`src/rtl/psram_arbiter_pkg.sv`:
```
// Shared types, widths and the round-robin selection helper for the PSRAM arbiter.
package psram_arbiter_pkg;

    localparam int unsigned PSRAM_ADDR_W = 22;
    localparam int unsigned PSRAM_DATA_W = 16;
    localparam int unsigned MAX_PORTS    = 4;
    localparam int unsigned PORT_IDX_W   = 2;

    typedef enum logic [2:0] {
        IDLE,
        ISSUE,
        WAIT_ACK,
        WAIT_DONE,
        DONE
    } state_t;

    // One-hot pick of the first set req bit at or after last+1, wrapping modulo n.
    function automatic logic [MAX_PORTS-1:0] rr_pick(
        input logic [MAX_PORTS-1:0]  req,
        input logic [PORT_IDX_W-1:0] last,
        input int unsigned           n
    );
        logic [MAX_PORTS-1:0]  pick;
        logic [PORT_IDX_W-1:0] idx;
        pick = '0;
        for (int unsigned k = 1; k <= MAX_PORTS; k++) begin
            idx = PORT_IDX_W'((32'(last) + k) % n);
            if (k <= n && pick == '0 && req[idx]) begin
                pick[idx] = 1'b1;
            end
        end
        return pick;
    endfunction

endpackage

```
`src/rtl/psram_arbiter_picker.sv`:
```
// Combinational requester selector: fixed priority (port 0 first) or round-robin after i_last.
module arb_picker
    import psram_arbiter_pkg::*;
#(
    parameter int unsigned NUM_PORTS   = 3,
    parameter int unsigned ROUND_ROBIN = 1
) (
    input  logic [NUM_PORTS-1:0]  i_req,
    input  logic [PORT_IDX_W-1:0] i_last,
    output logic [NUM_PORTS-1:0]  o_onehot_c,
    output logic [PORT_IDX_W-1:0] o_index_c,
    output logic                  o_valid_c
);

    logic [MAX_PORTS-1:0]  w_pick;
    logic [PORT_IDX_W-1:0] w_start;

    // Fixed priority is round-robin that always restarts after the highest port.
    assign w_start    = (ROUND_ROBIN != 0) ? i_last : PORT_IDX_W'(NUM_PORTS - 1);
    assign w_pick     = rr_pick(MAX_PORTS'(i_req), w_start, NUM_PORTS);
    assign o_onehot_c = w_pick[NUM_PORTS-1:0];
    assign o_valid_c  = |w_pick;

    always_comb begin
        o_index_c = '0;
        for (int i = 0; i < int'(MAX_PORTS); i++) begin
            if (w_pick[i]) begin
                o_index_c = PORT_IDX_W'(i);
            end
        end
    end

endmodule

```
`src/rtl/psram_arbiter.sv`:
```
// Single-outstanding PSRAM transaction sequencer shared by NUM_PORTS requesters,
// with edge-qualified handshakes and a per-transaction timeout.
module psram_arbiter
    import psram_arbiter_pkg::*;
#(
    parameter int unsigned NUM_PORTS      = 3,
    parameter int unsigned ROUND_ROBIN    = 1,
    parameter int unsigned TIMEOUT_CYCLES = 1023
) (
    input  logic                              clk,
    input  logic                              reset_n,
    input  logic [NUM_PORTS-1:0]              req,
    input  logic [NUM_PORTS-1:0]              we,
    input  logic [NUM_PORTS*PSRAM_ADDR_W-1:0] addr,
    input  logic [NUM_PORTS*PSRAM_DATA_W-1:0] wdata,
    input  logic [NUM_PORTS*2-1:0]            be,
    output logic [NUM_PORTS-1:0]              grant,
    output logic [NUM_PORTS-1:0]              done,
    output logic                              err,
    output logic [PSRAM_DATA_W-1:0]           rdata,
    output logic [PSRAM_ADDR_W-1:0]           mem_addr,
    output logic                              mem_write_en,
    output logic                              mem_read_en,
    output logic [PSRAM_DATA_W-1:0]           mem_data_in,
    output logic                              mem_write_high_byte,
    output logic                              mem_write_low_byte,
    input  logic                              mem_write_ack,
    input  logic                              mem_read_ack,
    input  logic                              mem_read_avail,
    input  logic [PSRAM_DATA_W-1:0]           mem_data_out,
    input  logic                              mem_busy
);

    localparam int unsigned TMO_W = $clog2(TIMEOUT_CYCLES + 1);

    state_t                  r_state, w_state_nxt;
    logic [PORT_IDX_W-1:0]   r_last, w_last_nxt;
    logic [NUM_PORTS-1:0]    r_grant, w_grant_nxt, r_done, w_done_nxt;
    logic                    r_err, w_err_nxt;
    logic [PSRAM_DATA_W-1:0] r_rdata, w_rdata_nxt, r_wdata, w_wdata_nxt;
    logic                    r_we, w_we_nxt, r_wen, w_wen_nxt, r_ren, w_ren_nxt;
    logic [PSRAM_ADDR_W-1:0] r_addr, w_addr_nxt;
    logic [1:0]              r_be, w_be_nxt;
    logic [TMO_W-1:0]        r_cnt, w_cnt_nxt;
    logic                    r_prev_wack, r_prev_rack, r_prev_avail, r_prev_busy;

    logic [NUM_PORTS-1:0]    w_pick_onehot;
    logic [PORT_IDX_W-1:0]   w_pick_index;
    logic                    w_pick_valid;
    logic                    w_ack_ev, w_fin_ev, w_tmo;

    logic [MAX_PORTS-1:0]    w_port_we;
    logic [PSRAM_ADDR_W-1:0] w_port_addr  [MAX_PORTS];
    logic [PSRAM_DATA_W-1:0] w_port_wdata [MAX_PORTS];
    logic [1:0]              w_port_be    [MAX_PORTS];

    // Unpack per-port request fields; unused slots read as zero.
    for (genvar g = 0; g < int'(MAX_PORTS); g++) begin : g_port
        if (g < int'(NUM_PORTS)) begin : g_used
            assign w_port_we[g]    = we[g];
            assign w_port_addr[g]  = addr[g*PSRAM_ADDR_W +: PSRAM_ADDR_W];
            assign w_port_wdata[g] = wdata[g*PSRAM_DATA_W +: PSRAM_DATA_W];
            assign w_port_be[g]    = be[g*2 +: 2];
        end else begin : g_unused
            assign w_port_we[g]    = 1'b0;
            assign w_port_addr[g]  = '0;
            assign w_port_wdata[g] = '0;
            assign w_port_be[g]    = '0;
        end
    end

    arb_picker #(
        .NUM_PORTS  (NUM_PORTS),
        .ROUND_ROBIN(ROUND_ROBIN)
    ) u_picker (
        .i_req     (req),
        .i_last    (r_last),
        .o_onehot_c(w_pick_onehot),
        .o_index_c (w_pick_index),
        .o_valid_c (w_pick_valid)
    );

    // Only rising acks/avail and the falling edge of busy advance the sequence.
    assign w_ack_ev = r_we ? (mem_write_ack & ~r_prev_wack) : (mem_read_ack & ~r_prev_rack);
    assign w_fin_ev = r_we ? (~mem_busy & r_prev_busy) : (mem_read_avail & ~r_prev_avail);
    assign w_tmo    = (r_cnt == TMO_W'(TIMEOUT_CYCLES));

    always_ff @(posedge clk or negedge reset_n) begin
        if (!reset_n) begin
            r_state <= IDLE;
        end else begin
            r_state <= w_state_nxt;
        end
    end

    always_comb begin
        w_state_nxt = r_state;
        case (r_state)
            IDLE:      if (w_pick_valid) w_state_nxt = ISSUE;
            ISSUE:     w_state_nxt = WAIT_ACK;
            WAIT_ACK:  if (w_ack_ev) w_state_nxt = WAIT_DONE;
                       else if (w_tmo) w_state_nxt = DONE;
            WAIT_DONE: if (w_fin_ev || w_tmo) w_state_nxt = DONE;
            DONE:      w_state_nxt = IDLE;
            default:   w_state_nxt = IDLE;
        endcase
    end

    always_comb begin
        w_last_nxt  = r_last;
        w_grant_nxt = r_grant;
        w_done_nxt  = '0;
        w_err_nxt   = 1'b0;
        w_rdata_nxt = r_rdata;
        w_we_nxt    = r_we;
        w_addr_nxt  = r_addr;
        w_wdata_nxt = r_wdata;
        w_be_nxt    = r_be;
        w_wen_nxt   = 1'b0;
        w_ren_nxt   = 1'b0;
        w_cnt_nxt   = r_cnt;
        case (r_state)
            IDLE: begin
                if (w_pick_valid) begin
                    w_grant_nxt = w_pick_onehot;
                    w_last_nxt  = w_pick_index;
                    w_we_nxt    = w_port_we[w_pick_index];
                    w_addr_nxt  = w_port_addr[w_pick_index];
                    w_wdata_nxt = w_port_wdata[w_pick_index];
                    w_be_nxt    = w_port_be[w_pick_index];
                    w_wen_nxt   = w_port_we[w_pick_index];
                    w_ren_nxt   = ~w_port_we[w_pick_index];
                    w_cnt_nxt   = '0;
                end
            end
            WAIT_ACK: begin
                w_cnt_nxt = r_cnt + TMO_W'(1);
                if (!w_ack_ev && w_tmo) begin
                    w_done_nxt  = r_grant;
                    w_err_nxt   = 1'b1;
                    w_rdata_nxt = '0;
                end
            end
            WAIT_DONE: begin
                w_cnt_nxt = r_cnt + TMO_W'(1);
                if (w_fin_ev) begin
                    w_done_nxt = r_grant;
                    if (!r_we) w_rdata_nxt = mem_data_out;
                end else if (w_tmo) begin
                    w_done_nxt  = r_grant;
                    w_err_nxt   = 1'b1;
                    w_rdata_nxt = '0;
                end
            end
            DONE:    w_grant_nxt = '0;
            default: ;
        endcase
    end

    always_ff @(posedge clk or negedge reset_n) begin
        if (!reset_n) begin
            r_last       <= PORT_IDX_W'(NUM_PORTS - 1);
            r_grant      <= '0;
            r_done       <= '0;
            r_err        <= 1'b0;
            r_rdata      <= '0;
            r_we         <= 1'b0;
            r_addr       <= '0;
            r_wdata      <= '0;
            r_be         <= '0;
            r_wen        <= 1'b0;
            r_ren        <= 1'b0;
            r_cnt        <= '0;
            r_prev_wack  <= 1'b0;
            r_prev_rack  <= 1'b0;
            r_prev_avail <= 1'b0;
            r_prev_busy  <= 1'b0;
        end else begin
            r_last       <= w_last_nxt;
            r_grant      <= w_grant_nxt;
            r_done       <= w_done_nxt;
            r_err        <= w_err_nxt;
            r_rdata      <= w_rdata_nxt;
            r_we         <= w_we_nxt;
            r_addr       <= w_addr_nxt;
            r_wdata      <= w_wdata_nxt;
            r_be         <= w_be_nxt;
            r_wen        <= w_wen_nxt;
            r_ren        <= w_ren_nxt;
            r_cnt        <= w_cnt_nxt;
            r_prev_wack  <= mem_write_ack;
            r_prev_rack  <= mem_read_ack;
            r_prev_avail <= mem_read_avail;
            r_prev_busy  <= mem_busy;
        end
    end

    assign grant               = r_grant;
    assign done                = r_done;
    assign err                 = r_err;
    assign rdata               = r_rdata;
    assign mem_addr            = r_addr;
    assign mem_write_en        = r_wen;
    assign mem_read_en         = r_ren;
    assign mem_data_in         = r_wdata;
    assign mem_write_high_byte = r_be[1];
    assign mem_write_low_byte  = r_be[0];

endmodule

```
`config.mk`:
```
export PLATFORM = sky130hd
export DESIGN_NAME = psram_arbiter
export DESIGN_NICKNAME = d
export VERILOG_FILES = /design/src/rtl/psram_arbiter_pkg.sv /design/src/rtl/psram_arbiter_picker.sv /design/src/rtl/psram_arbiter.sv
export SDC_FILE = /design/constraint.sdc
export NUM_CORES = 1
export LEC_CHECK = 0
export CORE_ASPECT_RATIO = 0.6
export CORE_MARGIN = 8
export CORE_UTILIZATION = 37
export CTS_CLUSTER_DIAMETER = 120
export DETAILED_ROUTE_END_ITERATION = 6
export DONT_BUFFER_PORTS = 1
export PLACE_DENSITY = 0.58
export RECOVER_POWER = 25
export REMOVE_ABC_BUFFERS = 1
export SETUP_SLACK_MARGIN = 0.4
export SKIP_CTS_REPAIR_TIMING = 1
export SLEW_MARGIN = 20
export SYNTH_ARGS = -nofsm -noshare
export SYNTH_HDL_FRONTEND = slang
export SYNTH_SLANG_ARGS = --single-unit
```
`constraint.sdc`:
```
create_clock -name clk -period 5.2 [get_ports clk]
set_input_delay 1.3 -clock clk [delete_from_list [all_inputs] [get_ports clk]]
set_output_delay 1.3 -clock clk [all_outputs]
set_load 0.01 [all_outputs]
```
==> metrics.md <==
| Metric | Value |
|---|---|
| Routed WL per cell | `19.5 um` |
| Mapped Avg Cell Area | `9.71 um2` |
| Initial antenna violation count | `0` |
| Max cap viols | `0` |
| CTS tree | `done` |
| CTS root buf | `clkbuf_16` |
| Crit-path cells | `inv_1 > ha_1 > inv_2 > nor3_1 > o221ai_1 > a221oi_4 > buf_4 > mux2i_1 > o21ai_0 > mux2_1` |
| Critical Path RT | `5.42 ns` |
| DR vias/cell | `5.38` |
| Routed Antenna Nets | `0` |
| Reg2Reg Depth | `10` |
| WP data arrival | `3.76 ns` |
| RR Startpoint | `r_last[0]$_DFFE_PN0P_` |
| Reg-to-reg endpoint | `mem_data_in[0]$_DFFE_PN0P_` |
| CP max stage delay | `0.62 ns` |
| Max-slew violations | `0` |
| Hold Fails Final Rpt | `0` |
| Grt total ovfl | `0` |
| Worst Hold Class | `reg2reg` |
| IO Count | `213` |
| Multi-input logic area | `2290 um2` |
| Reg2reg setup slack | `1.66 ns` |
| Fin crit share | `0.681` |
| Fraction of registers with async set/reset | `1.00` |
| Count leader, synth | `nand2_1` |
| Clock slew at reported path FFs | `0.07 ns` |
| Dominant synthesized flop cell | `dfrtp_1` |
| Max clock buf depth | `2` |
| Leading area contributor after synthesis | `dfrtp_1` |
| Leak | `0.00213 uW` |
| CP endpoint kind | `flop` |
| Die area | `16400 um2` |
| Layout Nets | `609` |
| Pin count of the biggest net entering global routing | `86` |
| Share of cells above drive strength 1 | `0.0716` |
| N_diodes | `0` |
| Crit path to | `mem_data_in[0]$_DFFE_PN0P_` |
| Setup Crit Path Kind | `reg2reg` |
| Status | `finished clean` |
| Delay-heaviest family, CP | `compound AO/OA/AOI/OAI gates` |
| Final WL | `12200 um` |
| Via count | `3371` |
| Number of synthesized flops with an enable pin | `0` |
| #FFs+latches synth | `85` |
| Initial Util | `0.380` |
| GRT Util Overall | `0.151` |
| Ranking of synthesized cells by area | `dfrtp_1, mux2_1, mux2i_1` |
| Area growth from synthesis to layout | `8.43%` |
| Top cell type's share of synthesized area | `0.457` |
| PortBufs | `0` |
| Fin area | `4990 um2` |
| Warnings from Yosys | `0` |
| Crit path time final | `3.54 ns` |
| Maximum VDD drop | `0.367 mV` |
| # clock sinks | `85` |
| Placed cells | `610` |
| Sequential share of the synthesized area | `0.462` |
| Global-route wire length before repair | `19600 um` |
| Vias in the first global route | `3564` |
| GPL Wtd Cong | `0.810` |
| Worst Skew | `0.00735 ns` |
| Max stage delay cell, worst path | `buf_4` |
| Post-Syn Instances | `474` |
| PD cells | `717 nW/um2` |
| Distinct cell type count after synthesis | `50` |
| Initial DRC Count | `177` |
| RSZ-0062 raised after global routing | `false` |
| Htree depth | `3` |
| # fillers | `1177` |
| Detailed Routing Iterations Pass 1 | `5` |
| Relative slew margins | `0.326` |
| Final Non-Filler Cells | `626` |
| Remaining DRCs | `0` |
| Worst Max-Slew Pin Slew | `1.01 ns` |
| Startpoint Class | `flop` |
| WP depth | `10` |
| Final setup violation count | `0` |
| Sequential cell area | `2130 um2` |
| Core area | `12100 um2` |
| Insertion delay to the later sink of the worst-skew pair | `0.33 ns` |
| Mapped Area | `4600 um2` |
| Commonest cells in the netlist | `nand2_1, dfrtp_1, o21ai_1, mux2i_1` |
| Chip width | `160 um` |
| Area after DPL | `4700 um2` |
| Die Ht | `102 um` |
| Num CTS Buffers | `9` |
| Worst path bufs/invs | `3` |
| FMAX | `282 MHz` |
| CP Launch Point | `r_last[0]$_DFFE_PN0P_` |
| Row count | `31` |
| Critical path peak fanout | `40` |
| DP HPWL | `9220 um` |
[cell type report]
cell class | instances | share of cell area
sequential | 85 | 0.427
timing repair buffer | 3 | 0.00702
inverter | 11 | 0.00827
clock buffer | 11 | 0.0486
clock inverter | 5 | 0.00878
tap | 165 | 0.0414
multi-input combinational | 346 | 0.459
[where the power goes]
| part | leakage (uW) | internal [uW] | switching (uW) |
|---|---|---|---|
| Clock | 0.000134 | 343 | 267 |
| Combinational | 0.000930 | 755 | 961 |
| Sequential | 0.00107 | 925 | 329 |
| Total | 0.00213 | 2020 | 1560 |
[cells by family (layout without fill, tap and decap cells)]
family	after synthesis	in the layout	synth area share
mux	82	82	0.190
flops	85	85	0.462
fa+ha+maj	5	5	0.0136
simple gates	143	143	0.135
compound gates	116	116	0.153
buf+inv	43	30	0.0462
[per-stage QoR]
| stage | TNS (ns) | utilization | worst slack, ns | power (uW) | hold slack, ns |
|---|---|---|---|---|---|
| 2_1_floorplan | -131.39 | - | -2.87 | 2650 | 0.444 |
| 3_5_place_dp | 0 | 0.388 | 1.35 | 3010 | 0.468 |
| 4_1_cts | 0 | 0.412 | 1.64 | 3650 | 0.477 |
| 6_report | 0 | 0.412 | 1.66 | 3580 | 0.476 |
| 5_1_grt | 0 | 0.412 | 1.45 | 3900 | 0.506 |
| 3_3_place_gp | 0 | 0.388 | 1.46 | 2940 | 0.460 |
[state kept, by name (all words and copies together), names as in the netlist, 2 cells and up]
| register | flops |
|---|---|
| rdata | 16 |
| done | 3 |
| r_cnt | 10 |
| mem_data_in | 16 |
| r_state | 3 |
| mem_addr | 22 |
| r_last | 2 |
| grant | 3 |
| r_be | 2 |
[worst min path at each step]
stage	from	to	slack [ns]	depth (start not counted)
2_1_floorplan	r_cnt[9]$_DFFE_PN0P_	r_cnt[9]$_DFFE_PN0P_	0.44	1
3_3_place_gp	r_cnt[9]$_DFFE_PN0P_	r_cnt[9]$_DFFE_PN0P_	0.46	1
3_5_place_dp	r_cnt[9]$_DFFE_PN0P_	r_cnt[9]$_DFFE_PN0P_	0.47	1
4_1_cts	r_cnt[9]$_DFFE_PN0P_	r_cnt[9]$_DFFE_PN0P_	0.48	1
5_1_grt	r_cnt[9]$_DFFE_PN0P_	r_cnt[9]$_DFFE_PN0P_	0.51	1
6_report	r_cnt[9]$_DFFE_PN0P_	r_cnt[9]$_DFFE_PN0P_	0.48	1
[cell usage in the layout, fill, tap and decap left out, types with 3 or more instances in the layout]
cell / Yosys / final
o21ai_1: 42 / 42
a21oi_1: 10 / 10
mux2_2: 4 / 4
dfrtp_1: 84 / 84
and2_1: 3 / 3
nor2b_1: 6 / 6
mux2_1: 37 / 37
nor2_1: 18 / 17
inv_1: 9 / 9
o21ai_0: 37 / 36
nor3_1: 4 / 4
nand2b_1: 5 / 5
nand2_1: 90 / 90
a22oi_1: 4 / 4
nand3_1: 7 / 7
mux2i_1: 41 / 41
clkbuf_16: 0 / 9
ha_1: 5 / 5
[routing by layer]
| metal | share of wire | global-route usage | up-vias | wire length [um] |
|---|---|---|---|---|
| met5 | 0 | 0 | - | 0 |
| met4 | 0.0061 | 0.0364 | 0 | 74 |
| met3 | 0.11 | 0.0825 | 8 | 1400 |
| met2 | 0.48 | 0.247 | 131 | 5820 |
| met1 | 0.40 | 0.172 | 1610 | 4930 |
| li1 | - | - | 1622 | - |
(Power assumes the default switching activity.)
